==> config.mk <==
export PLATFORM = sky130hd
export DESIGN_NAME = sevenseg_scanner
export DESIGN_NICKNAME = d
export VERILOG_FILES = /design/src/rtl/sevenseg_pkg.sv /design/src/rtl/refresh_prescaler.sv /design/src/rtl/sevenseg_scanner.sv
export SDC_FILE = /design/constraint.sdc
export NUM_CORES = 1
export LEC_CHECK = 0
export BUFFER_PORTS_ARGS = -buffer_cell sky130_fd_sc_hd__buf_2
export CAP_MARGIN = 30
export CORE_UTILIZATION = 40
export DETAILED_ROUTE_END_ITERATION = 10
export HOLD_SLACK_MARGIN = 0.03
export PLACE_DENSITY_LB_ADDON = 0.05
export SETUP_SLACK_MARGIN = 0.1
export SYNTH_ARGS = -nofsm -noshare
export SYNTH_HDL_FRONTEND = slang
export SYNTH_SLANG_ARGS = --single-unit
==> constraint.sdc <==
create_clock -name clk -period 2 [get_ports clk]
set_input_delay 0 -clock clk [delete_from_list [all_inputs] [get_ports clk]]
set_output_delay 0 -clock clk [all_outputs]
set_load 0.1 [all_outputs]
==> src/rtl/sevenseg_pkg.sv <==
// Shared definitions for the 4-digit multiplexed seven-segment display path.
// Both anodes and segments are active-low.
package sevenseg_pkg;

    localparam int NUM_DIGITS = 4;
    localparam int NIBBLE_W   = 4;
    localparam int VALUE_W    = NUM_DIGITS * NIBBLE_W;

    // Level that turns a display element on.
    localparam logic LED_ON = 1'b0;
    localparam logic [NUM_DIGITS-1:0] ANODE_OFF = {NUM_DIGITS{~LED_ON}};

    typedef logic [1:0] pos_t;

    function automatic logic [NUM_DIGITS-1:0] anode_select(input pos_t p);
        logic [NUM_DIGITS-1:0] a;
        a    = ANODE_OFF;
        a[p] = LED_ON;
        return a;
    endfunction

endpackage

==> src/rtl/refresh_prescaler.sv <==
// Free-running slot timer: counts 0..DIV-1 and strobes wrap on the last count.
module refresh_prescaler #(
    parameter int DIV = 100000
) (
    input  logic                   clk,
    input  logic                   rst,
    output logic [$clog2(DIV)-1:0] count,
    output logic                   wrap
);

    localparam int CNT_W = $clog2(DIV);

    assign wrap = (count == CNT_W'(DIV - 1));

    // NOTE: state registers use non-blocking assignments so every flop samples pre-edge values.
    always_ff @(posedge clk) begin
        if (rst) begin
            count <= '0;
        end else if (wrap) begin
            count <= '0;
        end else begin
            count <= count + CNT_W'(1);
        end
    end

endmodule

==> src/rtl/sevenseg_scanner.sv <==
// Scans a shadowed 16-bit hex value one nibble per slot onto a 4-digit display,
// with optional leading-zero blanking and an anti-ghosting blank gap per slot.
module sevenseg_scanner
    import sevenseg_pkg::*;
#(
    parameter int REFRESH_DIV = 100000,
    parameter int BLANK_CYC   = 16
) (
    input  logic                  clk,
    input  logic                  rst,
    input  logic [VALUE_W-1:0]    value,
    input  logic                  load,
    input  logic                  blank_lz,
    output logic [NIBBLE_W-1:0]   digit,
    output logic [NUM_DIGITS-1:0] anodes
);

    localparam int CNT_W = $clog2(REFRESH_DIV);

    logic [CNT_W-1:0]   pcnt;
    logic               wrap;
    pos_t               pos;
    logic [VALUE_W-1:0] shadow;
    logic               in_gap;
    logic               lead_zero;
    logic [NIBBLE_W-1:0] digit_next;
    logic [NUM_DIGITS-1:0] anodes_next;

    refresh_prescaler #(
        .DIV (REFRESH_DIV)
    ) u_prescaler (
        .clk   (clk),
        .rst   (rst),
        .count (pcnt),
        .wrap  (wrap)
    );

    always_ff @(posedge clk) begin
        if (rst) begin
            pos    <= '0;
            shadow <= '0;
        end else begin
            if (wrap) begin
                pos <= pos + 2'd1;
            end
            if (load) begin
                shadow <= value;
            end
        end
    end

    // A zero-length gap would make the compare constant, so it is elided.
    generate
        if (BLANK_CYC == 0) begin : g_no_gap
            assign in_gap = 1'b0;
        end else begin : g_gap
            assign in_gap = (pcnt < CNT_W'(BLANK_CYC));
        end
    endgenerate

    // NOTE: every combinational output gets a default first so no latch is inferred.
    always_comb begin
        lead_zero   = 1'b0;
        digit_next  = shadow[{pos, 2'b00} +: NIBBLE_W];
        anodes_next = anode_select(pos);
        if (blank_lz && (pos != '0)) begin
            lead_zero = ((shadow >> {pos, 2'b00}) == '0);
        end
        if (in_gap || lead_zero) begin
            anodes_next = ANODE_OFF;
        end
    end

    // Registered outputs keep the decoder input glitch-free.
    always_ff @(posedge clk) begin
        if (rst) begin
            digit  <= '0;
            anodes <= ANODE_OFF;
        end else begin
            digit  <= digit_next;
            anodes <= anodes_next;
        end
    end

endmodule

## Yosys cells after proc, flatten, opt, wreduce, memory -nomap -nowiden

Index checks and enable logic that the tools add are counted.

| operators by class | value |
|---|---|
| equal/unequal tests | 1 |
| multipliers | 0 |
| $add $sub $neg | 2 |
| reductions and logical operators | 7 |
| magnitude comparators | 3 |
| bitwise gates (word level) | 1 |
| divide/modulo/power cells | 0 |
| muxes and demuxes | 3 |
| shift-type cells | 2 |

Operator list:

| kind | count |
|---|---|
| $add 17x1->17 const B | 1 |
| $eq 17x17->1 const B | 1 |
| $lt 17x5->1 const B | 1 |
| $logic_not 16->1 | 1 |
| $shiftx 16x5->4 | 1 |
| $shr 16x4->16 | 1 |
| $not 4->4 | 1 |
| $reduce_or 2->1 | 2 |
| $lt 2x3->1 const B | 1 |
| $add 2x1->2 const B | 1 |
| $demux 1 s2 | 1 |
| $ge 2x1->1 const B | 1 |
| $logic_and 1x1->1 | 2 |
| $mux 1 | 2 |
| $reduce_bool 2->1 | 1 |
| $logic_or 1x1->1 | 1 |

| storage, ports and cells | value |
|---|---|
| input port bits | 20 |
| latch bits | 0 |
| logic and storage cells | 24 |
| output and inout bits | 8 |
| memories kept | 0 |
| ROM bits | 0 |
| flip-flop bits (word level) | 43 |
| RAM bits | 0 |

## Logic depth before layout (Yosys ltp)

Gate-level depths: netlist (run 1).

| depth | value |
|---|---|
| depth after elaboration | 5 |
| depth in mapped cells | 7 |

## Modules after synthesis

A second synthesis (run 1) with hierarchy kept.

| second synthesis, totals | value |
|---|---|
| cells, all modules | 187 |
| area, all modules | 1891.8 um^2 |

By module, submodules not included:

| module | area an instance (um^2) | sequential area each (um^2) | times used | cells each |
|---|---|---|---|---|
| sevenseg_scanner | 1094.8 | 520.5 | 1 | 99 |
| refresh_prescaler | 797.0 | 340.3 | 1 | 88 |

## Worst setup path after synthesis (run 1)

No wires, ideal clock.

| timing | value |
|---|---|
| path kind | reg-to-reg |
| from | register pos[0] |
| to | register anodes[1] |
| stages on the path, launching flop included | 6 |
| setup slack | 344 ps |
| data required time | 1934 ps |
| arrival time | 1590 ps |
| period minus slack after synthesis | 1656 ps |
| buffers on the path | 1 |
| cell sequence | dfxtp_1 > buf_6 > mux4_2 > or2_1 > a2111o_1 > nand3_1 |

| on the way | value |
|---|---|
| longest elaborated chain between the ends | 5 |
| elaborated cells on any way between the ends | 13 |
| those cells by class | order compare (2); shift (1); mux (3); bitwise (1); reduce/logical (6) |

RTL lines:

| what | RTL line | text |
|---|---|---|
| start, declared | sevenseg_scanner.sv:22 | `pos_t pos;` |
| start signal, assigned | sevenseg_scanner.sv:44 | `pos <= pos + 2'd1;` |
| $shr 16x4->16 (tied with other cells) | sevenseg_scanner.sv:67 | `lead_zero = ((shadow >> {pos, 2'b00}) == '0);` |
| $logic_not 16->1 (tied with other cells) | sevenseg_scanner.sv:67 |  |
| $mux 1 (on tied branches) | sevenseg_scanner.sv:66, sevenseg_pkg.sv:18 |  |
| $logic_or 1x1->1 / $demux 1 s2 (equally long branches) | sevenseg_scanner.sv:69, sevenseg_pkg.sv:18 |  |
| $reduce_or 2->1 (no line) / $not 4->4 (equally long branches) | -- |  |
| end signal, assigned | sevenseg_scanner.sv:81 | `anodes <= anodes_next;` |
| end, declared | sevenseg_scanner.sv:15 | `output logic [NUM_DIGITS-1:0] anodes` |

Parallel ways exist; a longest one is shown, timed or not.
A chain may end at the register's enable or synchronous reset.

## Worst setup path after layout (run 1)

Ends and elaborated chain as after synthesis.

==> flow_summary.ini, run 1 <==
[route]
avgViaCountPerCell = 5.206
wl_mm = 3.805
dr_total_vias = 1494
ant_nets = 0
dr.pass1.iters = 4
drc_errors = 0
wl_per_cell_um = 13.26
first_iter_violations = 90

[power_and_ir_drop]
leakage_nw = 0.9567
power_frac_comb = 0.086
vdd_drop_max_v = 0.0004143
powerDensity_nw_per_um2 = 756.2
fin_total_pwr_w = 0.001747
swShare = 0.2201
power_frac_seq = 0.518
internal_power_w = 0.001362
power_frac_clock = 0.396
p_sw_w = 0.0003845

[logic_synthesis]
synth-edff-count = 0
yosysMostFrequentCell = dfxtp_1
synth_top_area_cell = dfxtp_1
syn_nets = 212
synth_top_cell_area_share = 0.4690
syn_area_um2 = 1836
synth_ff_type = dfxtp_1
synth_common_cells = 43 x dfxtp_1, 31 x nor2_1, 16 x mux2i_1
synthArstFlopShare = 0
ys_warn_count = 0
ys_ff_latch = 43
synthCells = 187
synthDistinctLibCells = 33
ys_top_cells_by_area = dfxtp_1 47%, mux2i_1 8.7%, nor2_1 6.3%, xor2_1 4.3%, ha_1 3.4%
seq_area_frac_synth = 0.4690
avgSynthCellArea_um2 = 9.816

[setup_path]
slowest_stage = mux4_2
critPathKind = flop to flop
critPathLaunchType = flop
endpoint_kind = flop
required_ns = 2.22
critPathMaxFanout = 7
arrival_ns = 2.02
cpPeakStageDelay_ns = 0.56
cp_cell_sequence = mux4_2 > or2_1 > a2111o_1 > nand3_1

[die]
initial_core_util = 0.4187
die-area_um2 = 4864
fp-row-count = 24
die_h_um = 69.74
io_pins = 28
fp.coreArea_um2 = 4384
die_w_um = 69.74

[cells_and_area]
layout.cells.non_filler = 287
antenna_cells = 0
drive_gt1_frac = 0.1872
area_growth_syn_to_layout_pct = 25.84
fillers = 410
final_core_util = 0.5268
layout.nets = 259

[clock_network]
insertion_delay_ns = 0.29
cts_tree = yes
clock_path_buffers = 2
cts_num_sinks = 43
cts-resized-gates = 0
cts_inserted_buffers = 5
clkTransAtPathRegs_ns = 0.08
cts_setup_buffers = 0
htree_num_levels = 2
ctsRootBufferMaster = clkbuf_8

[timing]
fmax_mhz = 558.2
holdWs_ns = 0.1312
rsz0062_at_grt = no
setup_viol = 0
slew_headroom = 0.6766
hold_violations = 0
worst-slew-pin-transition_ns = 0.4884
finalCriticalPeriod_ns = 1.792
setup_tns_ns = 0
final.period_utilization = 0.8958
fin_skew_ns = 0.005826
slew_violations = 0

[placement]
globalplace.congestion = 0.7647
numPortBuffers = 27
dp_hpwl_mm = 2.763
dp_cells = 263

[grt]
antenna_found_initial = 0
grt_max_degree = 26
grtUsageTotal = 0.1738
gr-total-overflow = 0
grt_pass1_vias = 1548
grt_pass1_wl_mm = 6.851

[status]
status = complete, no violations

[job]
maxCapViolations = 0

[worst_hold_path]
hold_path_class = input pin to flop
-- state kept, by name (all words and copies together) (netlist names) --
signal             flops
anodes                 4
digit                  4
pos                    2
shadow                16
u_prescaler.count     17
-- kinds of logic after synthesis --
family | count (synthesis) | share of synthesized area
DFF | 43 | 0.4690
buffers and inverters | 12 | 0.03067
AOI/OAI and AO/OA | 20 | 0.07226
muxes | 20 | 0.1404
xor gates and xnor gates | 10 | 0.04772
adders and majority gates | 5 | 0.03408
and+or+nand+nor | 77 | 0.2059
-- per-layer routing --
layer	GRT usage	vias to the layer above	part of all wire
met5	0	-	0
met4	0.04000	0	0.0045
met3	0.04506	2	0.039
met2	0.2772	26	0.44
met1	0.2367	712	0.51
li1	-	754	-
-- layout make-up --
class,count,area [um2],area share
multi-input cells,132,918.4,0.3976
flip-flops and latches,43,860.8,0.3727
repair buffers,48,332.8,0.1441
clock buffers,6,82.58,0.03575
well taps,52,65.06,0.02817
clock inverters,2,35.03,0.01517
inverters,4,15.01,0.006501
-- cell usage in the layout, fill, tap and decap left out, drive strengths merged, types with 2 or more instances in the layout --
master,netlist,final
dfxtp,43,43
and3,5,5
nor3,2,2
nor2,31,31
xor2,9,9
mux4,4,4
nand2,6,6
nand4,8,8
clkbuf,5,6
dlygate4sd3,0,16
inv,4,4
nor4,5,5
nor2b,4,4
or3,4,4
ha,5,5
a21oi,6,6
nand3,9,9
buf,3,32
o211ai,2,2
o21ai,6,6
mux2i,16,16
-- power by group through the flow --
stage	logic, W	registers [W]	clock network (W)
after global placement	0.000124	0.000924	0
after floorplan	0.0000693	0.000939	0
after CTS	0.000151	0.000905	0.000705
after global routing	0.000166	0.000909	0.000747
final	0.000150	0.000905	0.000692
after detailed placement	0.000126	0.000925	0
-- final timing paths --
| check | from | endpoint | slack [ns] | cells past startpoint |
|---|---|---|---|---|
| max | pos[0]$_SDFFE_PP0N_ | anodes[1]$_SDFF_PP1_ | 0.21 | 4 |
| min reg2reg | u_prescaler.count[0]$_SDFF_PP0_ | u_prescaler.count[0]$_SDFF_PP0_ | 0.45 | 1 |
| min | rst | shadow[9]$_SDFFE_PP0P_ | 0.13 | 2 |
| max reg2reg | pos[0]$_SDFFE_PP0N_ | anodes[1]$_SDFF_PP1_ | 0.21 | 4 |
-- metrics by stage --
step / instance area [um2] / setup slack [ns]
floorplan: 1836 / 0.3443
CTS: 2310 / 0.1972
detailed placement: 2032 / 0.2150
global placement: 2032 / 0.2732
finish: 2310 / 0.2084
global route: 2310 / 0.1152
-- repair_timing --
action                                  4_1_cts  5_1_grt
hold endpoints to repair                     16        0
endpoints found under the setup margin        0        0
hold buffers                                 16        0
-- worst max-delay path, delay by kind of cell, from the launching register on --
kind / cells / cell delay (ns)
AOI/OAI and AO/OA: 1 / 0.33
DFF: 1 / 0.50
muxes: 1 / 0.56
and+or+nand+nor: 2 / 0.34
Power figures use the tool's default switching activity.
==> inputs of run 2 (changes only) <==
- PLACE_DENSITY_LB_ADDON: 0.05 -> default
==> run 2 against run 1 <==
  * Worst setup slack gained 0.047 ns
  * Die area is the same
  * Clock power shrank 2%
  * Via count shrank 3.5%
  * Combinational power is essentially flat
  * Critical endpoint is now anodes[2]$_SDFF_PP1_
==> flow_summary.ini, run 2 (synthesis gave the netlist of run 1 again) <==
[route]
avgViaCountPerCell = 5.038
wl_per_cell_um = 12.35
ant_nets = 0
dr_total_vias = 1441
wl_mm = 3.533
dr.pass1.iters = 4
drc_errors = 0
first_iter_violations = 56

[timing]
setup_viol = 0
slew_headroom = 0.6783
worst-slew-pin-transition_ns = 0.4859
final.period_utilization = 0.8724
fin_skew_ns = 0.005996
finalCriticalPeriod_ns = 1.745
slew_violations = 0
hold_violations = 0
fmax_mhz = 573.1
setup_tns_ns = 0
rsz0062_at_grt = no

[setup_path]
arrival_ns = 1.96
crit_end = anodes[2]$_SDFF_PP1_
required_ns = 2.22
cp_cell_sequence = mux4_2 > or2_1 > a2111o_1 > nand3_1
reg2reg_setup_slack_ns = 0.26
endpoint_kind = flop
critPathKind = flop to flop
regToRegEndpoint = anodes[2]$_SDFF_PP1_
critPathMaxFanout = 6
crit_path_start = pos[0]$_SDFFE_PP0N_
rr_startpoint = pos[0]$_SDFFE_PP0N_
reg2reg_depth = 4
critPathLaunchType = flop
cpPeakStageDelay_ns = 0.54
slowest_stage = mux4_2

[power_and_ir_drop]
powerDensity_nw_per_um2 = 752.2
leakage_nw = 0.9513
vdd_drop_max_v = 0.0005582

[cells_and_area]
layout_commonest_cell = dfxtp_1
layout.cell_area.non_filler_um2 = 2302
area_growth_syn_to_layout_pct = 25.43
fillers = 407
layout.nets = 258
antenna_cells = 0
drive_gt1_frac = 0.1838
largestRegisters = u_prescaler.count (17), shadow (16)
largest_reg_flops = 17
final_core_util = 0.5251
regMostFlops = u_prescaler.count
final_cell_mix = 43 x dfxtp_1, 31 x nor2_1, 27 x buf_2

[clock_network]
cts_inserted_buffers = 5
cts-resized-gates = 0
cts_num_sinks = 43
clkTransAtPathRegs_ns = 0.08
cts_tree = yes
htree_num_levels = 2
clock_path_buffers = 2
ctsRootBufferMaster = clkbuf_8
insertion_delay_ns = 0.28

[placement]
numPortBuffers = 27
dp_hpwl_mm = 2.427
dpl-instance-area_um2 = 2024
globalplace.congestion = 0.7975

[die]
die-area_um2 = 4864
fp-row-count = 24
io_pins = 28
fp.coreArea_um2 = 4384
initial_core_util = 0.4187
die_w_um = 69.74
die_h_um = 69.74

[grt]
antenna_found_initial = 0
gr-total-overflow = 0
grtUsageTotal = 0.1504
grt_pass1_vias = 1336
grt_pass1_wl_mm = 6.016
grt_max_degree = 26

[worst_hold_path]
hold_path_class = input pin to flop

[job]
maxCapViolations = 0

[status]
status = complete, no violations
run 2: routing by layer:
| layer | wire (um) | GRT usage |
|---|---|---|
| met2 | 1479 | 0.2265 |
| met1 | 1936 | 0.2185 |
| met5 | 0 | 0 |
| met3 | 99 | 0.03634 |
| met4 | 19 | 0.03333 |
run 2: layout make-up:
cell class / count / area (um2) / share of cell area
Tap cell: 52 / 65.06 / 0.02826
Clock inverter: 2 / 35.03 / 0.01522
Timing Repair Buffer: 47 / 325.3 / 0.1413
Multi-Input combinational cell: 132 / 918.4 / 0.3989
Sequential cell: 43 / 860.8 / 0.3739
Clock buffer: 6 / 82.58 / 0.03587
Inverter: 4 / 15.01 / 0.006522
run 2: how the worst min path moves through the flow:
stage                     startpoint                      to  slack [ns]  depth (start not counted)
final                       blank_lz    anodes[3]$_SDFF_PP1_        0.15                          4
after global routing             rst  shadow[8]$_SDFFE_PP0P_        0.16                          2
after CTS                   blank_lz    anodes[3]$_SDFF_PP1_        0.15                          4
after detailed placement    value[3]  shadow[3]$_SDFFE_PP0P_        0.25                          3
after global placement      value[0]  shadow[0]$_SDFFE_PP0P_        0.24                          3
after floorplan                  rst     digit[0]$_SDFF_PP0_        0.07                          1
run 2: where the power goes:
| group | total (W) | switching (W) | leakage, nW | internal, W |
|---|---|---|---|---|
| Clock | 0.000678 | 0.000274 | 0.0612 | 0.000404 |
| Sequential | 0.000904 | 0.0000206 | 0.351 | 0.000883 |
| Combinational | 0.000150 | 0.0000747 | 0.539 | 0.0000754 |
run 2: timing repair:
item,CTS,global route
endpoints found under the hold margin,16,0
hold buffers,16,0
buffers inserted,0,0
run 2: critical path: cells and delay by family (launching register included):
kind | cells | cell delay, ns
AOI/OAI and AO/OA | 1 | 0.33
DFF | 1 | 0.47
muxes | 1 | 0.54
and+or+nand+nor | 2 | 0.34
run 2: through the flow:
stage / cells / power, W / setup WS (ns) / hold slack (ns)
final: 286 / 0.001732 / 0.2552 / 0.1482
after global routing: 286 / 0.001803 / 0.1622 / 0.1644
after CTS: 286 / 0.001754 / 0.2206 / 0.1469
after detailed placement: 262 / 0.001050 / 0.2511 / 0.2453
after global placement: 262 / 0.001050 / 0.2980 / 0.2367
after floorplan: 187 / 0.001008 / 0.3443 / 0.07161
==> inputs of run 3 (changes only) <==
- ABC_AREA: default -> 1
==> run 3 against run 2 <==
  * Maximum frequency increased by 8.5%
  * Hold slack lost 0.068 ns
  * Via count is 30% higher
  * Sequential share of layout area decreased by 2.9 points
==> flow_summary.ini, run 3 <==
[status]
status = complete, no violations

[timing]
fin_skew_ns = 0.01037
setup_viol = 0
setup_tns_ns = 0
hold_violations = 0
rsz0062_at_grt = no
final.period_utilization = 0.8038
fmax_mhz = 622.0
finalCriticalPeriod_ns = 1.608
slew_headroom = 0.6089
worst-slew-pin-transition_ns = 0.5860
slew_violations = 0
holdWs_ns = 0.08003

[logic_synthesis]
synth_top_cell_area_share = 0.4265
syn_nets = 318
ys_warn_count = 0
synthSimpleGateAreaFrac = 0.3490
synthArstFlopShare = 0
synth_xor_area_frac = 0.03038
synth_common_cells = 63 x nand2_1, 59 x nor2_1, 43 x dfxtp_1
seq_area_frac_synth = 0.4265
ys_top_cells_by_area = dfxtp_1 43%, nand2_1 12%, nor2_1 11%, nand3_1 6.4%, inv_1 5.6%
avgSynthCellArea_um2 = 6.888
synthCells = 293
syn_area_um2 = 2018
synth_ff_type = dfxtp_1
synth_top_family_by_area = simple AND/OR/NAND/NOR gates
yosysMostFrequentCell = nand2_1
synth_fa_ha_area_frac = 0.03100
synth-edff-count = 0
ys_ff_latch = 43
synthDistinctLibCells = 22
synth_mux_area_frac = 0
synth_compound_area_frac = 0.08246
synth_top_area_cell = dfxtp_1

[clock_network]
cts_tree = yes
clkTransAtPathRegs_ns = 0.09
clock_path_buffers = 2
ctsRootBufferMaster = clkbuf_8
cts_inserted_buffers = 5
htree_num_levels = 2
cts_num_sinks = 43
insertion_delay_ns = 0.30
cts-resized-gates = 0

[grt]
grt_max_degree = 24
grt_pass1_wl_mm = 7.279
grtUsageTotal = 0.1781
grt_pass1_vias = 1662
antenna_found_initial = 0
gr-total-overflow = 0

[cells_and_area]
area_growth_syn_to_layout_pct = 23.56
final_core_util = 0.5210
layout.cells.non_filler = 406
largest_reg_flops = 17
layout.nets = 363
drive_gt1_frac = 0.1298
regMostFlops = u_prescaler.count
antenna_cells = 0
final_cell_mix = 63 x nand2_1, 59 x nor2_1, 43 x dfxtp_1
fillers = 484
largestRegisters = u_prescaler.count (17), shadow (16)
layout_commonest_cell = nand2_1
layout.cell_area.non_filler_um2 = 2494

[power_and_ir_drop]
leakage_nw = 1.084
powerDensity_nw_per_um2 = 713.6
vdd_drop_max_v = 0.0004645

[setup_path]
path_delay_family = simple AND/OR/NAND/NOR gates
cp_cell_sequence = inv_1 > ha_1 > inv_1 > nand2_1 > nor2_1 > nand2_1 > nor2_1 > nand3_1 > nand3_1
critPathBufInv = 2
critPathLaunchType = flop
endpoint_kind = flop
required_ns = 2.24
slowest_stage = dfxtp_1
arrival_ns = 1.85
critPathKind = flop to flop
critPathMaxFanout = 8
cpPeakStageDelay_ns = 0.49

[die]
die_w_um = 73.03
fp.coreArea_um2 = 4786
io_pins = 28
die_h_um = 73.03
die-area_um2 = 5333
initial_core_util = 0.4217
fp-row-count = 25

[placement]
dpl-instance-area_um2 = 2206
numPortBuffers = 27
dp_cells = 381
dp_hpwl_mm = 3.147
globalplace.congestion = 0.8026

[job]
maxCapViolations = 0

[route]
first_iter_violations = 108
ant_nets = 0
dr.pass1.iters = 4
wl_mm = 4.306
wl_per_cell_um = 10.61
avgViaCountPerCell = 4.631
drc_errors = 0
dr_total_vias = 1880

[worst_hold_path]
hold_path_class = input pin to flop
run 3: cell count changes after synthesis, sizes merged, moves of 4 or more:
cell	before	now
mux2i	16	0
and3	5	0
nand3	9	26
nor2b	4	0
inv	4	31
nor3	2	7
mux4	4	0
nor4	5	0
a21oi	6	14
o21ai	6	18
nand2	6	65
nor2	31	62
or3	4	0
run 3: worst paths after layout:
| check | from | cells past startpoint | to | slack [ns] |
|---|---|---|---|---|
| max | pos[1]$_SDFFE_PP0N_ | 9 | anodes[3]$_SDFF_PP1_ | 0.39 |
| min | load | 3 | shadow[4]$_SDFFE_PP0P_ | 0.08 |
| max reg2reg | pos[1]$_SDFFE_PP0N_ | 9 | anodes[3]$_SDFF_PP1_ | 0.39 |
| min reg2reg | u_prescaler.count[0]$_SDFF_PP0_ | 1 | u_prescaler.count[0]$_SDFF_PP0_ | 0.47 |
run 3: kinds of logic after synthesis:
| group | after synthesis |
|---|---|
| flip-flops | 43 |
| buffers and inverters | 39 |
| AND/OR/NAND/NOR | 166 |
| XOR/XNOR | 7 |
| AO/OA/AOI/OAI | 33 |
| adder cells (fa/ha/maj) | 5 |
run 3: tightest hold or removal path, stage by stage:
cell	delay (ns)
buf_2	0.16
o21ai_0	0.11
nor2_1	0.07
run 3: metal layers:
layer  global-route usage  up-vias  part of all wire
met1               0.2374      828              0.52
li1                     -     1019                 -
met3              0.04144        6             0.023
met5                    0        -                 0
met4              0.07190        0             0.018
met2               0.2767       27              0.44
run 3: power by group:
part / leakage (nW) / switching [W] / internal [W]
combinational: 0.671 / 0.0000989 / 0.0000694
sequential: 0.352 / 0.0000189 / 0.000887
clock: 0.0612 / 0.000301 / 0.000404
total: 1.08 / 0.000419 / 0.00136
run 3: metrics by stage:
step | power [W] | setup WS (ns)
after CTS | 0.001795 | 0.4177
final | 0.001779 | 0.3924
after global routing | 0.001847 | 0.2233
after global placement | 0.001069 | 0.4451
after detailed placement | 0.001070 | 0.4375
after floorplan | 0.001027 | 0.5583
run 3: what timing repair did:
action / CTS / global route
hold buffers: 17 / 0
hold endpoints to repair: 19 / 0
buffers inserted: 0 / 0
run 3: layout make-up:
cell class | count | area, um2 | share of cell area
Clock inverter | 2 | 35.03 | 0.01405
Multi-Input combinational cell | 211 | 994.7 | 0.3989
Inverter | 31 | 116.4 | 0.04666
Tap cell | 67 | 83.83 | 0.03362
Clock buffer | 6 | 82.58 | 0.03312
Sequential cell | 43 | 860.8 | 0.3452
Timing Repair Buffer | 46 | 320.3 | 0.1284
